<file path="src/rtl/raster_fill_engine.sv">
`default_nettype none
// ============================================================================
//  Module      : raster_fill_engine
//  Description : Command-driven rectangle fill engine. Accepts position,
//                index, write-mode, pattern, palette and fill commands and
//                generates one framebuffer pixel slot per cycle, honouring
//                framebuffer backpressure, transparent/opaque pattern modes
//                and screen-edge clipping.
//
//  Ports:
//    clk, reset         - clock, synchronous active-high reset
//    cmd_valid/ready    - command handshake (ready only while idle)
//    cmd_op, cmd_data   - opcode (3b) and operand (32b)
//    abort              - cancels an in-progress fill
//    status             - [0] busy, [1] clip (sticky), [4] idle,
//                         [31:16] completed-fill count
//    fb_wr_*            - framebuffer pixel write port (ready-throttled)
//    palette_wr_*       - palette write port (single-cycle pulse)
//
//  Revision    : 1.0 - initial release
// ============================================================================
module raster_fill_engine #(
    parameter int RESOLUTION_X   = 400,
    parameter int RESOLUTION_Y   = 300,
    parameter int PALETTE_LENGTH = 256,
    parameter int COLOR_BITS     = 12,
    parameter int PATTERN_BITS   = 32,
    localparam int XW = $clog2(RESOLUTION_X),
    localparam int YW = $clog2(RESOLUTION_Y),
    localparam int IW = $clog2(PALETTE_LENGTH)
) (
    input  logic                  clk,
    input  logic                  reset,
    input  logic                  cmd_valid,
    output logic                  cmd_ready,
    input  logic [2:0]            cmd_op,
    input  logic [31:0]           cmd_data,
    input  logic                  abort,
    output logic [31:0]           status,
    output logic [XW-1:0]         fb_wr_x,
    output logic [YW-1:0]         fb_wr_y,
    output logic [IW-1:0]         fb_wr_index,
    output logic                  fb_wr_en,
    input  logic                  fb_wr_ready,
    output logic [IW-1:0]         palette_wr_index,
    output logic [COLOR_BITS-1:0] palette_wr_color,
    output logic                  palette_wr_en
);

    localparam int PW = (PATTERN_BITS > 1) ? $clog2(PATTERN_BITS) : 1;

    localparam logic [0:0] c_st_idle = 1'b0;
    localparam logic [0:0] c_st_fill = 1'b1;

    localparam logic [2:0] c_op_set_pos     = 3'd1;
    localparam logic [2:0] c_op_set_index   = 3'd2;
    localparam logic [2:0] c_op_set_wmode   = 3'd3;
    localparam logic [2:0] c_op_set_pattern = 3'd4;
    localparam logic [2:0] c_op_fill        = 3'd5;
    localparam logic [2:0] c_op_palette     = 3'd6;

    localparam logic [1:0] c_mode_transparent = 2'd1;
    localparam logic [1:0] c_mode_opaque      = 2'd2;

    localparam logic [16:0] c_res_x = 17'(RESOLUTION_X);
    localparam logic [16:0] c_res_y = 17'(RESOLUTION_Y);

    // ------------------------------------------------------------------------
    // Registers
    // ------------------------------------------------------------------------
    logic [0:0]              r_state;
    logic [15:0]             r_x0, r_y0;
    logic [IW-1:0]           r_fg, r_bg;
    logic [1:0]              r_mode;
    logic [PATTERN_BITS-1:0] r_pattern;
    logic [15:0]             r_w, r_h;
    logic [15:0]             r_gi, r_gj;     // slot generator, one ahead of the output
    logic                    r_gen_done;     // generator exhausted: presented slot is the last
    logic                    r_primed;       // output registers hold a live slot
    logic [15:0]             r_count;
    logic                    r_clip;
    logic [XW-1:0]           r_fb_x;
    logic [YW-1:0]           r_fb_y;
    logic [IW-1:0]           r_fb_index;
    logic                    r_fb_en;
    logic [IW-1:0]           r_pal_index;
    logic [COLOR_BITS-1:0]   r_pal_color;
    logic                    r_pal_en;

    // ------------------------------------------------------------------------
    // Combinational decode
    // ------------------------------------------------------------------------
    logic [0:0]  w_state_next;
    logic        w_accept;
    logic        w_fill_start;
    logic        w_adv;
    logic        w_fill_done;
    logic        w_load;
    logic [16:0] w_x, w_y;
    logic        w_clip;
    logic        w_pat_bit;
    logic        w_we;
    logic [IW-1:0] w_index;
    logic        w_idle;
    logic        w_busy;

    assign w_accept     = cmd_valid && (r_state == c_st_idle);
    assign w_fill_start = w_accept && (cmd_op == c_op_fill) &&
                          (cmd_data[15:0] != 16'd0) && (cmd_data[31:16] != 16'd0);

    // A presented write slot retires on handshake; a suppressed slot retires at once.
    assign w_adv        = r_primed && (!r_fb_en || fb_wr_ready);
    assign w_fill_done  = (r_state == c_st_fill) && w_adv && r_gen_done;
    assign w_load       = (r_state == c_st_fill) && !abort && !r_gen_done &&
                          (!r_primed || w_adv);

    // Slot geometry, 17-bit so coordinates past the screen never wrap back on it.
    assign w_x    = {1'b0, r_x0} + {1'b0, r_gi};
    assign w_y    = {1'b0, r_y0} + {1'b0, r_gj};
    assign w_clip = (w_x >= c_res_x) || (w_y >= c_res_y);

    generate
        if (PATTERN_BITS == 1) begin : g_pat_single
            assign w_pat_bit = r_pattern[0];
        end else begin : g_pat_multi
            assign w_pat_bit = r_pattern[r_gi[PW-1:0]];
        end
    endgenerate

    assign w_we    = !w_clip && ((r_mode != c_mode_transparent) || w_pat_bit);
    assign w_index = ((r_mode == c_mode_opaque) && !w_pat_bit) ? r_bg : r_fg;

    // ------------------------------------------------------------------------
    // FSM: state register
    // ------------------------------------------------------------------------
    always_ff @(posedge clk) begin
        if (reset) begin
            r_state <= c_st_idle;
        end else begin
            r_state <= w_state_next;
        end
    end

    // ------------------------------------------------------------------------
    // FSM: next state
    // ------------------------------------------------------------------------
    always_comb begin
        w_state_next = r_state;
        case (r_state)
            c_st_idle: if (w_fill_start)          w_state_next = c_st_fill;
            c_st_fill: if (abort || w_fill_done)  w_state_next = c_st_idle;
            default:                              w_state_next = c_st_idle;
        endcase
    end

    // ------------------------------------------------------------------------
    // FSM: outputs
    // ------------------------------------------------------------------------
    always_comb begin
        w_idle = 1'b0;
        w_busy = 1'b0;
        case (r_state)
            c_st_idle: w_idle = 1'b1;
            c_st_fill: w_busy = 1'b1;
            default:   w_idle = 1'b1;
        endcase
    end

    // ------------------------------------------------------------------------
    // Datapath
    // ------------------------------------------------------------------------
    always_ff @(posedge clk) begin
        if (reset) begin
            r_x0        <= '0;
            r_y0        <= '0;
            r_fg        <= '0;
            r_bg        <= '0;
            r_mode      <= '0;
            r_pattern   <= '0;
            r_w         <= '0;
            r_h         <= '0;
            r_gi        <= '0;
            r_gj        <= '0;
            r_gen_done  <= 1'b0;
            r_primed    <= 1'b0;
            r_count     <= '0;
            r_clip      <= 1'b0;
            r_fb_x      <= '0;
            r_fb_y      <= '0;
            r_fb_index  <= '0;
            r_fb_en     <= 1'b0;
            r_pal_index <= '0;
            r_pal_color <= '0;
            r_pal_en    <= 1'b0;
        end else begin
            r_pal_en <= 1'b0;

            if (w_accept) begin
                case (cmd_op)
                    c_op_set_pos: begin
                        r_x0   <= cmd_data[15:0];
                        r_y0   <= cmd_data[31:16];
                        r_clip <= 1'b0;
                    end
                    c_op_set_index: begin
                        r_fg <= cmd_data[IW-1:0];
                        r_bg <= cmd_data[16+IW-1:16];
                    end
                    c_op_set_wmode: begin
                        r_mode <= (cmd_data[1:0] == 2'd3) ? 2'd0 : cmd_data[1:0];
                    end
                    c_op_set_pattern: begin
                        r_pattern <= cmd_data[PATTERN_BITS-1:0];
                    end
                    c_op_fill: begin
                        r_w        <= cmd_data[15:0];
                        r_h        <= cmd_data[31:16];
                        r_gi       <= '0;
                        r_gj       <= '0;
                        r_gen_done <= 1'b0;
                        r_primed   <= 1'b0;
                        // Degenerate rectangle: counts as completed without entering FILL.
                        if ((cmd_data[15:0] == 16'd0) || (cmd_data[31:16] == 16'd0)) begin
                            r_count <= r_count + 16'd1;
                        end
                    end
                    c_op_palette: begin
                        r_pal_index <= cmd_data[IW-1:0];
                        r_pal_color <= cmd_data[16+COLOR_BITS-1:16];
                        r_pal_en    <= 1'b1;
                    end
                    default: ;
                endcase
            end

            if (r_state == c_st_fill) begin
                if (abort) begin
                    r_fb_en  <= 1'b0;
                    r_primed <= 1'b0;
                end else if (w_load) begin
                    r_fb_x     <= w_x[XW-1:0];
                    r_fb_y     <= w_y[YW-1:0];
                    r_fb_index <= w_index;
                    r_fb_en    <= w_we;
                    r_primed   <= 1'b1;
                    if (w_clip) begin
                        r_clip <= 1'b1;
                    end
                    // Row-major step of the generator.
                    if (r_gi == r_w - 16'd1) begin
                        r_gi <= '0;
                        if (r_gj == r_h - 16'd1) begin
                            r_gen_done <= 1'b1;
                        end else begin
                            r_gj <= r_gj + 16'd1;
                        end
                    end else begin
                        r_gi <= r_gi + 16'd1;
                    end
                end else if (w_adv) begin
                    // Last slot retired: nothing more to present.
                    r_fb_en  <= 1'b0;
                    r_primed <= 1'b0;
                    r_count  <= r_count + 16'd1;
                end
            end
        end
    end

    // ------------------------------------------------------------------------
    // Output assignments
    // ------------------------------------------------------------------------
    assign cmd_ready        = w_idle;
    assign status           = {r_count, 11'd0, w_idle, 2'b00, r_clip, w_busy};
    assign fb_wr_x          = r_fb_x;
    assign fb_wr_y          = r_fb_y;
    assign fb_wr_index      = r_fb_index;
    assign fb_wr_en         = r_fb_en;
    assign palette_wr_index = r_pal_index;
    assign palette_wr_color = r_pal_color;
    assign palette_wr_en    = r_pal_en;

endmodule
`default_nettype wire

</file>
<file path="config.mk">
export PLATFORM = sky130hd
export DESIGN_NAME = raster_fill_engine
export DESIGN_NICKNAME = d
export VERILOG_FILES = /design/src/rtl/raster_fill_engine.sv
export SDC_FILE = /design/constraint.sdc
export NUM_CORES = 1
export LEC_CHECK = 0
export CAP_MARGIN = 20
export CELL_PAD_IN_SITES_DETAIL_PLACEMENT = 0
export CELL_PAD_IN_SITES_GLOBAL_PLACEMENT = 1
export CORE_ASPECT_RATIO = 1.4
export CORE_MARGIN = 8
export CORE_UTILIZATION = 39
export CTS_CLUSTER_SIZE = 8
export DETAILED_ROUTE_END_ITERATION = 7
export GPL_TIMING_DRIVEN = 0
export PLACE_DENSITY_LB_ADDON = 0.1
export SYNTH_ARGS = -nofsm -noshare
export SYNTH_HDL_FRONTEND = slang
export SYNTH_SLANG_ARGS = --single-unit
</file>
<file path="constraint.sdc">
create_clock -name clk -period 4.8 [get_ports clk]
set_clock_uncertainty 0.1 [all_clocks]
set_input_delay 0.72 -clock clk [delete_from_list [all_inputs] [get_ports clk]]
set_output_delay 0.72 -clock clk [all_outputs]
set_load 0.1 [all_outputs]
</file>
==> results of run 1 <==
[kinds of logic after synthesis]
kind of cell    after synthesis  share of synthesized area [%]
xor+xnor                     63                           4.77
compound gates              369                           19.4
other cells                   1                         0.0324
mux                          44                           4.91
buf+inv                     128                           5.10
simple gates                601                           24.4
fa+ha+maj                    39                           4.35
flops                       214                           37.0
[per-layer routing]
| layer | share of wire, % | vias up |
|---|---|---|
| li1 | - | 5432 |
| met1 | 42 | 5341 |
| met2 | 50 | 297 |
| met3 | 5.1 | 77 |
| met4 | 3.7 | 2 |
| met5 | 0.032 | - |
[where the power goes]
part	switching [mW]	internal, mW	leakage, nW
Clock	0.799	1.13	0.401
Sequential	0.0205	1.81	1.73
Combinational	0.308	0.128	3.04
Total	1.13	3.07	5.17
[flip-flops by register name, summed over array words and instances, names as in the netlist]
register,cells
palette_wr_index,8
r_fg,8
r_clip,1
r_gi,16
r_h,16
palette_wr_color,12
r_w,16
fb_wr_y,9
fb_wr_en,1
r_count,16
r_gj,16
r_y0,16
fb_wr_x,9
r_primed,1
r_bg,8
r_mode,2
r_pattern,32
fb_wr_index,8
palette_wr_en,1
r_gen_done,1
r_x0,16
r_state,1
[cell type report]
type	count	area share, %
buffer	100	3.47
clock buffer	32	5.58
clock inverter	3	0.242
inverter	28	0.752
multi-input combinational	1129	48.3
sequential	214	30.7
tap	380	3.40
timing repair buffer	107	7.63
[worst register-to-register path, delay by kind of cell (launching register included)]
family,cells,cell delay (ns)
fa+ha+maj,1,0.31
buf+inv,1,0.22
flops,1,0.55
simple gates,4,1.16
compound gates,5,1.46
[placed cells by master (no fill, tap or decap), types with 24 or more instances in the layout]
cell type / n
sky130_fd_sc_hd__clkbuf_1: 72
sky130_fd_sc_hd__and3_1: 28
sky130_fd_sc_hd__xor2_1: 24
sky130_fd_sc_hd__nand2_1: 312
sky130_fd_sc_hd__mux2i_1: 32
sky130_fd_sc_hd__dfxtp_1: 214
sky130_fd_sc_hd__o21ai_0: 37
sky130_fd_sc_hd__nor2_1: 80
sky130_fd_sc_hd__nor4_1: 27
sky130_fd_sc_hd__a21oi_1: 187
sky130_fd_sc_hd__xnor2_1: 39
sky130_fd_sc_hd__clkbuf_16: 31
sky130_fd_sc_hd__inv_1: 28
sky130_fd_sc_hd__nand3_1: 30
sky130_fd_sc_hd__ha_1: 37
sky130_fd_sc_hd__clkdlybuf4s50_1: 106
[per-stage QoR]
step	std cells	power [mW]
floorplan	1471	2.13
global placement	1957	2.29
detailed placement	1958	2.30
CTS	1993	4.24
global route	1993	4.34
finish	1993	4.20
[final timing paths]
check                                           startpoint                          to  cells after the start
worst max-delay path                    r_gi[8]$_SDFF_PP0_           r_clip$_SDFF_PP0_                     11
worst max register to register          r_gi[8]$_SDFF_PP0_           r_clip$_SDFF_PP0_                     11
worst min-delay path            r_pattern[28]$_SDFFE_PP0P_  r_pattern[28]$_SDFFE_PP0P_                      2
worst min register to register  r_pattern[28]$_SDFFE_PP0P_  r_pattern[28]$_SDFFE_PP0P_                      2
==> tab_implementation.tex, run 1 <==
\begin{tabular}{lr}
\hline
Metric & Value \\
\hline
\multicolumn{2}{l}{\textbf{Run status}} \\
\quad Status & completed \\
\multicolumn{2}{l}{\textbf{STA}} \\
\quad Final setup viols & 0 \\
\quad F\_max & roughly 250 MHz \\
\quad Final-report hold violation count & 0 \\
\quad Worst Slack Setup Final & between 0.8 and 0.9 ns \\
\quad Hold slack & about 0.35 ns \\
\quad Minimum clock period after layout & slightly below 4 ns \\
\quad Slew at the pin with the worst max-slew slack & 1.05 ns \\
\quad Ratio of final minimum period to clock period & approximately 82\% \\
\quad Unrepaired setup endpoints after global routing & false \\
\quad Count of final max-slew check failures & 0 \\
\quad Sum Neg Setup Slack & 0 ns \\
\quad Relative slew slack & between 20\% and 30\% \\
\multicolumn{2}{l}{\textbf{Setup path}} \\
\quad Most used cell along the critical path & sky130\_fd\_sc\_hd\_\_nor4\_1 \\
\quad Critical Path Sink Type & flip-flop \\
\quad Worst setup SP type & flip-flop \\
\quad Buf/Inv on CP & 1 \\
\quad FF-to-FF setup slack & roughly 0.86 ns \\
\quad Maximum cell stage delay along the critical path & approximately 0.55 ns \\
\quad Arrival time of the worst setup path & 4.26 ns \\
\quad Required time of the worst setup path & roughly 5.1 ns \\
\quad Path type of the worst setup path & flip-flop to flip-flop \\
\quad Critical-path top delay cell & sky130\_fd\_sc\_hd\_\_dfxtp\_1 \\
\quad Cell class contributing the biggest share of worst-path delay & compound AO/OA/AOI/OAI gates \\
\quad Largest fanout of any net on the critical path & 9 \\
\quad Cell chain of the critical path & ha\_1, clkbuf\_1, a211o\_1, and3\_1, a221oi\_1, o2111ai\_1, a311o\_1, nor4\_1, nand4\_1, nor4\_1, o32ai\_1 \\
\multicolumn{2}{l}{\textbf{Pwr}} \\
\quad PD cells & about 300 mW/mm\^{}2 \\
\quad Peak ir drop on the vdd network & 0.283 mV \\
\quad Cell leakage power & between 5 and 6 nW \\
\multicolumn{2}{l}{\textbf{Synth}} \\
\quad Flip-flop cell with the highest count after synthesis & sky130\_fd\_sc\_hd\_\_dfxtp\_1 \\
\quad Cell count after synthesis & 1459 \\
\quad Syn avg cell area & around 8 sq um \\
\quad Cell taking the most area after synthesis & sky130\_fd\_sc\_hd\_\_dfxtp\_1 \\
\quad Distinct cells, synth & 82 \\
\quad Netlist Area Pre-Place & roughly 0.012 sq mm \\
\quad Share of Yosys cell area claimed by the top area cell type & 37.0\% \\
\quad Post-synthesis sequential element count & approximately 210 \\
\quad Most common cell in the synthesized netlist & sky130\_fd\_sc\_hd\_\_nand2\_1 \\
\quad Synth cell count leaders & sky130\_fd\_sc\_hd\_\_nand2\_1, sky130\_fd\_sc\_hd\_\_dfxtp\_1, sky130\_fd\_sc\_hd\_\_a21oi\_1 \\
\quad Sequential area share after synthesis & a little under two fifths \\
\quad Syn. warnings & 0 \\
\quad Post-synth ARST share & 0\% \\
\quad Count of flip-flops with a built-in enable after synthesis & 0 \\
\quad Main area contributors after synthesis & sky130\_fd\_sc\_hd\_\_dfxtp\_1, sky130\_fd\_sc\_hd\_\_nand2\_1, sky130\_fd\_sc\_hd\_\_a21oi\_1 \\
\multicolumn{2}{l}{\textbf{GRT}} \\
\quad Met2 usage & between 30\% and 40\% \\
\quad Global-route track usage on met3 & 3.88\% \\
\quad Global-route wire length before repair & 62600 microns \\
\quad All-Layer GR Usage & roughly 23\% \\
\quad Antenna violations before repair & 1 \\
\quad Vias in the first global route & roughly 11000 \\
\quad Largest net degree at the start of global routing & 17 \\
\quad Overall overflow remaining after global route & 0 \\
\quad Most utilized layer in the global route result & met2 \\
\quad Met1 track demand over resource & roughly a quarter \\
\multicolumn{2}{l}{\textbf{Layout}} \\
\quad Post-route cell area & approximately 0.014 sq mm \\
\quad Layout net count & 1690 \\
\quad Register area & roughly 0.0043 sq mm \\
\quad Final core utilization & $\sim$48\% \\
\quad Relative area change from synthesis to final layout & 20.7\% \\
\quad Area of combinational cells with multiple inputs & between 0.006 and 0.007 sq mm \\
\quad Share of layout cells above drive strength 1 & just under 6\% \\
\quad Ant diodes & 0 \\
\quad Fill cells & 2966 \\
\multicolumn{2}{l}{\textbf{Die}} \\
\quad Core Footprint & 0.0292 sq mm \\
\quad Die Wd & approximately 160 microns \\
\quad Starting density of the core & roughly 40\% \\
\quad Floorplan die area & 0.0355 sq mm \\
\quad Number of rows in the core area & 74 \\
\quad IO Pins & approximately 120 \\
\quad Chip Height & 220 microns \\
\multicolumn{2}{l}{\textbf{Route}} \\
\quad Routed WL & roughly 41000 microns \\
\quad Routed wirelength normalized by instance count & 20.5 microns \\
\quad First drt pass iteration count & 5 \\
\quad Detailed-route vias per instance & approximately 5.6 \\
\quad Remaining design rule violation count & 0 \\
\quad Antenna Violating Nets Remaining & 0 \\
\quad Total via count after detailed routing & 11100 \\
\quad Iteration-0 DRC count of the detailed router & between 700 and 800 \\
\multicolumn{2}{l}{\textbf{Clock network}} \\
\quad Number of hold buffers added after cts & 0 \\
\quad Total CTS buffers & 31 \\
\quad CTS clk-pin slew, worst paths & about 0.050 ns \\
\quad CTS root buffer & sky130\_fd\_sc\_hd\_\_clkbuf\_16 \\
\quad TritonCTS sink count & between 200 and 250 \\
\quad Number of buffers on the longest clock path & 3 \\
\quad Skew-Pair Late Insertion Delay & between 0.5 and 0.6 ns \\
\quad Total of cells resized after clock tree synthesis & 0 \\
\quad CTS tree & yes \\
\quad Post-CTS setup repair buffer count & 0 \\
\quad Count of H-tree levels built during CTS & 1 \\
\multicolumn{2}{l}{\textbf{Run}} \\
\quad Maximum Capacitance Violations & 0 \\
\multicolumn{2}{l}{\textbf{Placement}} \\
\quad Placement-stage worst setup slack & about 0.85 ns \\
\quad Post-Place Cell Area & between 0.01 and 0.015 sq mm \\
\quad Gpl congestion & 0.882 \\
\quad Number of buffer cells added on primary ports & around 110 \\
\quad Detailed Place HPWL & 30700 microns \\
\multicolumn{2}{l}{\textbf{Hold path}} \\
\quad Min-Delay Path Class & flip-flop to flip-flop \\
\hline
\end{tabular}
(Power assumes the default switching activity.)
==> inputs of run 2 (changes only) <==
==> constraint.sdc (replaced) <==
create_clock -name clk -period 3.65 [get_ports clk]
set_clock_uncertainty 0.1 [all_clocks]
set_input_delay 0.5475 -clock clk [delete_from_list [all_inputs] [get_ports clk]]
set_output_delay 0.5475 -clock clk [all_outputs]
set_load 0.1 [all_outputs]
==> run 2 against run 1 <==
Net effect:
- combinational power increased by 35%
- clock-buffer cell count unchanged
- final cell count increased by 0.10%
- critical path type unchanged
- critical endpoint unchanged
==> tab_implementation.tex, run 2 (synthesis results as in run 1) <==
\begin{tabular}{lr}
\hline
Metric & Value \\
\hline
\multicolumn{2}{l}{\textbf{Run status}} \\
\quad Status & completed (unchanged) \\
\multicolumn{2}{l}{\textbf{Clock network}} \\
\quad Count of H-tree levels built during CTS & 1 (unchanged) \\
\quad Skew-Pair Late Insertion Delay & 0.58 ns (about the same) \\
\quad Number of hold buffers added after cts & 0 (unchanged) \\
\quad CTS clk-pin slew, worst paths & 0.05 ns (about the same) \\
\quad TritonCTS sink count & 214 (unchanged) \\
\quad CTS tree & yes (unchanged) \\
\quad Total CTS buffers & 31 (unchanged) \\
\quad CTS root buffer & sky130\_fd\_sc\_hd\_\_clkbuf\_16 (unchanged) \\
\quad Number of buffers on the longest clock path & 3 (unchanged) \\
\multicolumn{2}{l}{\textbf{STA}} \\
\quad Final setup viols & 0 (unchanged) \\
\quad Worst Slack Setup Final & 0.161 ns (was 0.864 ns) \\
\quad Hold slack & 0.351 ns (about the same) \\
\quad Count of final max-slew check failures & 0 (unchanged) \\
\quad Final-report hold violation count & 0 (unchanged) \\
\quad F\_max & 287 MHz (was 254 MHz) \\
\quad Slew at the pin with the worst max-slew slack & 1.06 ns (was 1.05 ns) \\
\quad Ratio of final minimum period to clock period & 95.6\% (was 82.0\%) \\
\quad Minimum clock period after layout & 3.49 ns (was 3.94 ns) \\
\quad Relative slew slack & 29.3\% (was 29.6\%) \\
\quad Unrepaired setup endpoints after global routing & true (was false) \\
\multicolumn{2}{l}{\textbf{Layout}} \\
\quad Final core utilization & 48.3\% (was 47.9\%) \\
\quad Register ranked first by flip-flop count & r\_pattern (unchanged) \\
\quad Register area & 0.00429 sq mm (was 0.00428 sq mm) \\
\quad Layout net count & 1692 (was 1690) \\
\quad Relative area change from synthesis to final layout & 21.6\% (was 20.7\%) \\
\quad Leading cell types in the layout, fill and taps excluded & sky130\_fd\_sc\_hd\_\_nand2\_1, sky130\_fd\_sc\_hd\_\_dfxtp\_1, sky130\_fd\_sc\_hd\_\_a21oi\_1, sky130\_fd\_sc\_hd\_\_clkdlybuf4s50\_1, sky130\_fd\_sc\_hd\_\_nor2\_1 (unchanged) \\
\quad Fill cells & 2955 (was 2966) \\
\quad Most frequent standard cell in the layout excluding fill and tap cells & sky130\_fd\_sc\_hd\_\_nand2\_1 (unchanged) \\
\quad Area of combinational cells with multiple inputs & 0.00683 sq mm (was 0.00674 sq mm) \\
\quad Fin cells & 1995 (was 1993) \\
\quad Number of flip-flops in the largest register & 32 (unchanged) \\
\quad Share of layout cells above drive strength 1 & 6.75\% (was 5.89\%) \\
\quad Ant diodes & 0 (unchanged) \\
\multicolumn{2}{l}{\textbf{Hold path}} \\
\quad Min-Delay Path Class & flip-flop to flip-flop (unchanged) \\
\quad HP Start & fb\_wr\_x[4]\$\_SDFFE\_PP0P\_ (was r\_pattern[28]\$\_SDFFE\_PP0P\_) \\
\multicolumn{2}{l}{\textbf{Pwr}} \\
\quad Post-layout power & 5.53 mW (was 4.20 mW) \\
\quad Peak ir drop on the vdd network & 0.373 mV (was 0.283 mV) \\
\quad PD cells & 393 mW/mm\^{}2 (was 300 mW/mm\^{}2) \\
\quad Cell leakage power & 5.21 nW (was 5.17 nW) \\
\multicolumn{2}{l}{\textbf{GRT}} \\
\quad All-Layer GR Usage & 22.5\% (about the same) \\
\quad Antenna violations before repair & 1 (unchanged) \\
\quad Global-route wire length before repair & 62600 microns (about the same) \\
\quad Vias in the first global route & 10600 (unchanged) \\
\quad Overall overflow remaining after global route & 0 (unchanged) \\
\quad Largest net degree at the start of global routing & 17 (unchanged) \\
\multicolumn{2}{l}{\textbf{Route}} \\
\quad Iteration-0 DRC count of the detailed router & 780 (was 723) \\
\quad Routed wirelength normalized by instance count & 20.6 microns (was 20.5 microns) \\
\quad Remaining design rule violation count & 0 (unchanged) \\
\quad Routed WL & 41100 microns (was 40900 microns) \\
\quad Antenna Violating Nets Remaining & 0 (unchanged) \\
\quad Detailed-route vias per instance & 5.60 (was 5.59) \\
\quad Total via count after detailed routing & 11200 (was 11100) \\
\quad First drt pass iteration count & 5 (unchanged) \\
\multicolumn{2}{l}{\textbf{Placement}} \\
\quad Number of buffer cells added on primary ports & 106 (unchanged) \\
\quad Placement-stage worst setup slack & -0.296 ns (was 0.854 ns) \\
\quad Detailed Place HPWL & 30700 microns (unchanged) \\
\quad Gpl congestion & 0.882 (unchanged) \\
\quad Number of placed cells counting well taps & 1958 (unchanged) \\
\multicolumn{2}{l}{\textbf{Setup path}} \\
\quad Reg2Reg Launch Point & r\_gj[1]\$\_SDFF\_PP0\_ (was r\_gi[8]\$\_SDFF\_PP0\_) \\
\quad Critical-path top delay cell & sky130\_fd\_sc\_hd\_\_dfxtp\_1 (unchanged) \\
\quad Path type of the worst setup path & flip-flop to flip-flop (unchanged) \\
\quad Required time of the worst setup path & 3.97 ns (was 5.12 ns) \\
\quad Maximum cell stage delay along the critical path & 0.51 ns (was 0.55 ns) \\
\quad Worst setup SP type & flip-flop (unchanged) \\
\quad Largest fanout of any net on the critical path & 7 (was 9) \\
\quad Critical Path Sink Type & flip-flop (unchanged) \\
\quad Cell chain of the critical path & ha\_1, a211oi\_1, o31ai\_1, o31ai\_1, xor2\_1, o211ai\_1, a221oi\_1, nand4\_1, nor4\_4, o32ai\_1 (was ha\_1, clkbuf\_1, a211o\_1, and3\_1, a221oi\_1, o2111ai\_1, a311o\_1, nor4\_1, nand4\_1, nor4\_1, o32ai\_1) \\
\quad Most used cell along the critical path & sky130\_fd\_sc\_hd\_\_o31ai\_1 (was sky130\_fd\_sc\_hd\_\_nor4\_1) \\
\quad Arrival time of the worst setup path & 3.81 ns (was 4.26 ns) \\
\quad Worst setup path start & r\_gj[1]\$\_SDFF\_PP0\_ (was r\_gi[8]\$\_SDFF\_PP0\_) \\
\quad FF-to-FF setup slack & 0.16 ns (was 0.86 ns) \\
\multicolumn{2}{l}{\textbf{Run}} \\
\quad Maximum Capacitance Violations & 0 (unchanged) \\
\multicolumn{2}{l}{\textbf{Die}} \\
\quad IO Pins & 121 (unchanged) \\
\quad Floorplan die area & 0.0355 sq mm (unchanged) \\
\quad Die Wd & 162 microns (unchanged) \\
\quad Number of rows in the core area & 74 (unchanged) \\
\quad Core Footprint & 0.0292 sq mm (unchanged) \\
\quad Chip Height & 220 microns (unchanged) \\
\quad Starting density of the core & 39.7\% (unchanged) \\
\hline
\end{tabular}
==> run 2: cell count changes in the layout (fill, tap and decap cells not counted), moves of 2 or more <==
cell	change
sky130_fd_sc_hd__buf_4	+2
sky130_fd_sc_hd__nor4_1	-4
sky130_fd_sc_hd__a221oi_2	+2
sky130_fd_sc_hd__nor4_2	+3
sky130_fd_sc_hd__a221oi_1	-2
==> run 2: timing repair <==
item	in CTS	in global routing
setup endpoints to repair	16	26
gates resized for setup	5	12
buffers inserted	0	2
pin swaps	0	2
==> run 2: worst max-delay path, delay by kind of cell (launching register included) <==
family / cells / cell delay, ns
AO/OA/AOI/OAI: 6 / 1.57
flip-flops: 1 / 0.51
AND/OR/NAND/NOR: 2 / 0.48
XOR/XNOR: 1 / 0.38
adder cells (fa/ha/maj): 1 / 0.30
==> run 2: routing by layer <==
layer / vias up / track usage, % / part of all wire (%)
li1: 5440 / - / -
met1: 5348 / 26.6 / 41
met2: 305 / 40.0 / 49
met3: 80 / 3.88 / 5.4
met4: 2 / 8.94 / 3.8
met5: - / 0 / 0.032
==> run 2: final cells by class <==
class                           instances  area share (%)
Buffer                                100            3.46
Clock buffer                           32            5.54
Clock inverter                          3           0.240
Inverter                               28           0.747
Multi-Input combinational cell       1129            48.5
Sequential cell                       214            30.4
Tap cell                              380            3.38
Timing Repair Buffer                  109            7.68
==> run 2: final timing paths <==
check / depth (start not counted) / to
setup reg to reg: 10 / r_clip$_SDFF_PP0_
hold / removal: 2 / fb_wr_x[4]$_SDFFE_PP0P_
setup / recovery: 10 / r_clip$_SDFF_PP0_
hold reg to reg: 2 / fb_wr_x[4]$_SDFFE_PP0P_
==> run 2: power breakdown <==
group	switching, mW	leakage, nW	internal, mW
logic	0.411	3.08	0.178
registers	0.0275	1.73	2.37
clock network	1.05	0.401	1.49
total	1.49	5.21	4.04
==> run 2: stage by stage <==
stage,TNS (ns),cell area [sq um]
CTS,0,14000
global placement,-2.91,13200
floorplan,0,11600
finish,0,14100
global route,-0.0461,14100
detailed placement,-2.22,13200
